$ cat config.mk
export PLATFORM = sky130hd
export DESIGN_NAME = cache_fill_fsm
export DESIGN_NICKNAME = d
export VERILOG_FILES = /design/src/rtl/cache_pkg.sv /design/src/rtl/fill_counter.sv /design/src/rtl/cache_fill_fsm.sv
export SDC_FILE = /design/constraint.sdc
export NUM_CORES = 1
export LEC_CHECK = 0
export BUFFER_PORTS_ARGS = -buffer_cell sky130_fd_sc_hd__buf_2
export CAP_MARGIN = 10
export CORE_ASPECT_RATIO = 1.75
export CORE_MARGIN = 10
export CORE_UTILIZATION = 45
export CTS_CLUSTER_DIAMETER = 30
export DETAILED_ROUTE_END_ITERATION = 16
export GPL_TIMING_DRIVEN = 1
export HOLD_SLACK_MARGIN = 0.02
export PLACE_DENSITY = 0.84
export SLEW_MARGIN = 15
export SYNTH_ARGS = -nofsm -noshare
export SYNTH_HDL_FRONTEND = slang
export SYNTH_HIERARCHICAL = 1
export SYNTH_SLANG_ARGS = --single-unit
$ cat constraint.sdc
create_clock -name clk -period 5.25 [get_ports clk]
set_input_delay 0.525 -clock clk [delete_from_list [all_inputs] [get_ports clk]]
set_output_delay 0.525 -clock clk [all_outputs]
set_load 0.1 [all_outputs]
$ cat src/rtl/cache_pkg.sv
// cache_pkg: shared constants, fill FSM state type and block word-address helper.
package cache_pkg;
    localparam int BLOCK_WORDS_DEF = 8;
    localparam int IDX_W = $clog2(BLOCK_WORDS_DEF);
    localparam int OFS = IDX_W + 1;
    localparam int CNT_W = IDX_W + 1;
    typedef enum logic {IDLE, FILL} fill_state_t;
    function automatic logic [31:0] word_addr(input logic [31:0] base, input logic [31:0] idx);
        return base + (idx << 1);
    endfunction
endpackage

$ cat src/rtl/fill_counter.sv
// fill_counter: up-counter with synchronous clear (priority) and increment.
module fill_counter #(
    parameter int W = 4
) (
    input  logic         clk,
    input  logic         rst,
    input  logic         clr,
    input  logic         inc,
    output logic [W-1:0] cnt
);
    logic [W-1:0] cnt_d, cnt_q;
    always_comb cnt_d = clr ? '0 : inc ? cnt_q + W'(1) : cnt_q;
    always_ff @(posedge clk or posedge rst)
        if (rst) cnt_q <= '0;
        else     cnt_q <= cnt_d;
    assign cnt = cnt_q;
endmodule

$ cat src/rtl/cache_fill_fsm.sv
// cache_fill_fsm: cache miss block fill engine; define CRITICAL_WORD_FIRST_EN to fetch the missed word first.
module cache_fill_fsm
    import cache_pkg::*;
#(
    parameter int ADDR_WIDTH  = 16,
    parameter int BLOCK_WORDS = BLOCK_WORDS_DEF
) (
    input  logic                  clk,
    input  logic                  rst,
    input  logic                  miss_detected,
    input  logic [ADDR_WIDTH-1:0] miss_address,
    output logic                  fsm_busy,
    output logic                  mem_enable,
    output logic                  mem_wr,
    output logic [ADDR_WIDTH-1:0] mem_addr,
    input  logic                  memory_data_valid,
    input  logic [15:0]           memory_data,
    output logic                  write_data_array,
    output logic [ADDR_WIDTH-1:0] data_array_addr,
    output logic [15:0]           data_array_wdata,
    output logic                  write_tag_array,
    output logic [ADDR_WIDTH-1:0] tag_array_addr
);
    localparam int IW = $clog2(BLOCK_WORDS);
    localparam int OW = IW + 1;
    localparam int CW = IW + 1;
    fill_state_t state_d, state_q;
    logic [ADDR_WIDTH-1:0] base_d, base_q, iss_addr, rcv_addr;
    logic [IW-1:0] start_d, start_q, iss_idx, rcv_idx;
    logic [CW-1:0] iss_cnt, rcv_cnt;
    logic clr, iss_inc, rcv_inc;
    fill_counter #(.W(CW)) u_iss (.clk(clk), .rst(rst), .clr(clr), .inc(iss_inc), .cnt(iss_cnt));
    fill_counter #(.W(CW)) u_rcv (.clk(clk), .rst(rst), .clr(clr), .inc(rcv_inc), .cnt(rcv_cnt));
    // Word indices wrap inside the block, so the critical-word rotation never leaves it
    assign iss_idx = start_q + iss_cnt[IW-1:0];
    assign rcv_idx = start_q + rcv_cnt[IW-1:0];
    assign iss_addr = ADDR_WIDTH'(word_addr(32'(base_q), 32'(iss_idx)));
    assign rcv_addr = ADDR_WIDTH'(word_addr(32'(base_q), 32'(rcv_idx)));
    assign mem_wr = 1'b0;
    assign data_array_wdata = rst ? '0 : memory_data;
    always_comb begin
        state_d          = state_q;
        base_d           = base_q;
        start_d          = start_q;
        clr              = 1'b0;
        iss_inc          = 1'b0;
        rcv_inc          = 1'b0;
        fsm_busy         = 1'b0;
        mem_enable       = 1'b0;
        mem_addr         = '0;
        write_data_array = 1'b0;
        data_array_addr  = '0;
        write_tag_array  = 1'b0;
        tag_array_addr   = '0;
        if (state_q == IDLE) begin
            fsm_busy = miss_detected && !rst;
            if (miss_detected) begin
                state_d = FILL;
                base_d  = miss_address & ~ADDR_WIDTH'((1 << OW) - 1);
`ifdef CRITICAL_WORD_FIRST_EN
                start_d = miss_address[OW-1:1];
`else
                start_d = '0;
`endif
                clr     = 1'b1;
            end
        end else begin
            fsm_busy         = 1'b1;
            iss_inc          = iss_cnt < CW'(BLOCK_WORDS);
            mem_enable       = iss_inc;
            mem_addr         = iss_inc ? iss_addr : '0;
            rcv_inc          = memory_data_valid && (rcv_cnt < iss_cnt);
            write_data_array = rcv_inc;
            data_array_addr  = rcv_inc ? rcv_addr : '0;
            write_tag_array  = rcv_inc && (rcv_cnt == CW'(BLOCK_WORDS - 1));
            tag_array_addr   = write_tag_array ? base_q : '0;
            state_d          = write_tag_array ? IDLE : FILL;
        end
    end
    always_ff @(posedge clk or posedge rst)
        if (rst) begin
            state_q <= IDLE;
            base_q  <= '0;
            start_q <= '0;
        end else begin
            state_q <= state_d;
            base_q  <= base_d;
            start_q <= start_d;
        end
endmodule

== After elaboration in Yosys (flattened, before gate mapping) ==
Cells that the tools add are included.

* Word-level logic and storage cells: 38
* Bits in registers: 21
* Bits of input ports: 36
* Output and inout bits: 69

* Multiplexer cells: 19
* Eq/ne operators: 1
* Bitwise gates (word level): 1
* Reduce and logical (&&, ||, !) cells: 7
* Add/subtract/negate cells: 4
* Order comparisons: 2

{| class="wikitable"
|+ Operator list
! operator !! count
|-
| $mux 16 || 7
|-
| $add 16x4->16 || 2
|-
| $mux 4 || 4
|-
| $add 4x1->4 const B || 2
|-
| $mux 1 || 8
|-
| $eq 4x3->1 const B || 1
|-
| $lt 4x4->1 || 1
|-
| $lt 4x4->1 const B || 1
|-
| $reduce_bool 2->1 || 2
|-
| $logic_and 1x1->1 || 3
|-
| $reduce_and 2->1 || 1
|-
| $logic_not 1->1 || 1
|-
| $not 1->1 || 1
|}

== Logic depth before layout (Yosys ltp) ==
* Depth in word-level cells: 5
* Mapped depth: 8

== Cells and area by module ==
The synthesis kept the hierarchy.

{| class="wikitable"
|+ Modules (own cells, without submodules)
! module !! instances !! cells an instance !! seq. area each (um2) !! area an instance (um2)
|-
| cache_fill_fsm || 1 || 150 || 325.3 || 1241.2
|-
| fill_counter || 2 || 17 || 100.1 || 196.4
|}

== Worst setup path after synthesis ==
Ideal clock, no wire load.

* Path type: reg-to-output
* From: reg u_iss.cnt_q[1], in the netlist u_iss/cnt[1]
* To: out data_array_addr[15]
* Data required time: 4725 ps
* Path buffers: 0
* Data arrival time: 3230 ps
* Path slack: 1495 ps
* Cell stages (with the launch flop): 5
* Path through: dfrtp_1 -> inv_1 -> ha_1 -> a21o_4 -> a211oi_1

* Longest elaborated chain between the ends: 4

{| class="wikitable"
|+ Ends and longest elaborated chain
! element !! line !! RTL
|-
| start: declaration || fill_counter.sv:11 || <nowiki>logic [W-1:0] cnt_d, cnt_q;</nowiki>
|-
| start signal: assignment || fill_counter.sv:15 || <nowiki>else cnt_q <= cnt_d;</nowiki>
|-
| $lt 4x4->1 || cache_fill_fsm.sv:72 || <nowiki>rcv_inc = memory_data_valid && (rcv_cnt < iss_cnt);</nowiki>
|-
| $logic_and 1x1->1 || cache_fill_fsm.sv:72 ||
|-
| $mux 16 || cache_fill_fsm.sv:74 || <nowiki>data_array_addr = rcv_inc ? rcv_addr : '0;</nowiki>
|-
| $mux 16 || cache_fill_fsm.sv:55 || <nowiki>if (state_q == IDLE) begin</nowiki>
|-
| end: declaration || cache_fill_fsm.sv:19 || <nowiki>output logic [ADDR_WIDTH-1:0] data_array_addr,</nowiki>
|}

No other way between the ends.

== Worst setup path in the final report ==
* From: reg u_iss.cnt_q[3], in the netlist u_iss/cnt[3]
* To: out write_data_array

* Longest elaborated chain between the ends: 3

{| class="wikitable"
|+ Ends and longest elaborated chain
! element !! line !! RTL
|-
| $lt 4x4->1 || cache_fill_fsm.sv:72 ||
|-
| $logic_and 1x1->1 || cache_fill_fsm.sv:72 ||
|-
| $mux 1 || cache_fill_fsm.sv:55 ||
|-
| end: declaration || cache_fill_fsm.sv:18 || <nowiki>output logic write_data_array,</nowiki>
|}

No other way between the ends.

==> impl_metrics.ini <==
[clock_network]
post_cts_buffers = 0
root_buffer = clkbuf_8
cts_max_level = 1
cts_resized = 0
clockBufferDepth = 2
worstSkewPairLatency_ns = 0.26
clk_pin_slew_worst_paths_ns = 0.08
hold_buffers = 0
cts_made_buffers = 3
cts_tree = built
cts.sinks = 21

[setup_path]
worstPathArrival_ns = 2.47
crit_fanout = 15
reg2reg_to = u_rcv/cnt[3]
r2r_start = u_iss/cnt[3]
cp.required_ns = 4.72
reg2reg_setup_slack_ns = 2.93
worstSetupStartpointType = flip-flop
reg2regPathDepth = 6
critical_path_class = flip-flop to output pin
end_kind = output pin

[route]
routed_wl_um = 4909
ant_nets = 0
vias = 1544
first_pass_iters = 4
first_iter_violations = 27
avgRoutedWirePerCell_um = 15.58
vias_per_cell = 4.902
drc = 0

[die]
io_pins = 105
initial_core_util_pct = 47.59
dieArea_um2 = 6536
row_count = 28
die_h_um = 99.72
die_width_um = 65.55
core-area_um2 = 3433

[layout]
area_growth_pct = 28.94
final_cell_area_um2 = 2107
antenna-diode-count = 0
drive_gt1_share_pct = 46.30
final_nets = 312

[timing]
skew_ns = 0.004284
layout_setup_ws_ns = 2.250
worst_pin_slew_ns = 0.7452
clock.fmax_mhz = 333.4
rsz0062_at_grt = no
report.final.slew_viol_count = 0
finalCritPeriodShare_pct = 57.14
finalHoldViolations = 0
slew_headroom_pct = 50.17
finalSetupTns_ns = 0
min_period_ns = 3.000
final-setup-viol-count = 0

[synthesis]
synth_top_cells_by_area = dfrtp_1 (32%), nor2b_1 (7.3%), a211oi_2 (6.9%), and2_1 (6.1%), nor3_2 (4.9%)
syn_area_um2 = 1634
synth_commonest_cells = dfrtp_1 (21), nor2b_1 (19), inv_1 (18), and2_1 (16), nand2_1 (13)
yosys.area.top_type = dfrtp_1
ys_async_sr_fraction_pct = 100.0
ys_ff_latch = 21
yosys.cell_count.top_type = dfrtp_1
synthAdderAreaFrac_pct = 3.828
ys_seq_area_share_pct = 32.16
ys.flop_type = dfrtp_1
synth.top_cell.area_share_pct = 32.16
synth_xor_area_share_pct = 1.072
synth_warnings = 6
synth_edf_count = 0
synth_top_family_by_area = simple AND/OR/NAND/NOR gates
synth_compound_area_share_pct = 17.08
synthCells = 184
synth-simple-area-share_pct = 30.47
synth_mux_area_share_pct = 3.063
syn_area_per_cell_um2 = 8.881
synth_cell_type_count = 36

[grt]
antenna_found_initial = 0
grt_usage_pct = 14.78
grt.overflow.total = 0
grt_busiest_layer = met2
grt_max_degree = 35
grt.met1_usage_pct = 14.20
grt_pass1_vias = 1641
use_met3_pct = 8.764
grtUsageMet2_pct = 25.51
grt_pass1_wl_um = 7721

[placement]
hpwl_um = 3983
place_area_um2 = 2062
place_ws_ns = 2.538
gp_congestion = 0.7821
port_buffers = 93

[flow_run]
max_cap_violations = 0

[worst_hold_path]
hold_path.class = input pin to asynchronous set/reset pin

[status]
status = complete, no violations
worst max path at each step:
stage	startpoint	end	slack, ns
6_report	u_iss/cnt[3]	write_data_array	2.25
5_1_grt	u_iss/cnt[3]	write_data_array	2.08
4_1_cts	u_iss/cnt[3]	write_data_array	2.24
3_5_place_dp	u_iss/cnt[3]	write_data_array	2.54
3_3_place_gp	u_iss/cnt[3]	write_data_array	2.56
2_1_floorplan	u_iss/cnt[1]	data_array_addr[15]	1.49
through the flow:
step                      util [%]  cells  hold WS, ns
after floorplan                  -    190       0.2911
after global placement       60.06    311       0.5375
after global routing         61.37    315       0.3217
final                        61.37    315       0.2794
after detailed placement     60.06    311       0.5565
after CTS                    61.37    315       0.2833
kinds of logic (layout without fill, tap and decap cells):
kind of cell,count (synthesis),count (layout)
compound gates,35,35
buf+inv,37,117
xor+xnor,2,2
flops,21,21
simple gates,79,79
fa+ha+maj,5,5
mux,4,4
other cells,1,7
sequential cells by signal (all words and copies together) (netlist names):
| register | cells |
|---|---|
| u_rcv/cnt | 4 |
| state_q | 1 |
| base_q | 12 |
| u_iss/cnt | 4 |
final cells by class:
cell class              instances  area, µm²
clock buffers                   4      45.04
fillers                       342       1326
inverters                      19      71.32
multi-input cells             132      935.9
flip-flops and latches         21      525.5
well taps                      45      56.30
repair buffers                 94      473.0
routing by layer:
metal / up-vias / wire, µm
li1: 766 / -
met1: 695 / 1756
met2: 79 / 2445
met3: 4 / 654
met4: 0 / 53
met5: - / 0
critical path, cell delays in order, from the launching register on:
cell and delay, ns:
dfrtp_1 0.40, inv_1 0.06, ha_1 0.32, and2_1 0.39, a21oi_1 0.51, buf_2 0.52
placed cells by master (no fill, tap or decap), types with 2 or more instances in the layout:
cell,instances
buf_2,93
dfrtp_1,21
inv_1,18
nor2b_1,18
and2_1,16
nand2_1,13
o21ai_0,9
a211oi_2,9
nor3_2,8
nor2_1,7
conb_1,7
a21oi_1,5
ha_1,5
nor3_1,4
nand3b_1,3
a211oi_1,3
o21ai_1,3
clkbuf_8,3
nand3_1,2
nand4_1,2
mux2_4,2
mux2i_1,2
a21bo_2,2
xnor2_1,2
Power is not shown: default switching activity piles up to over one toggle a cycle in this logic, so the estimate is an artifact.
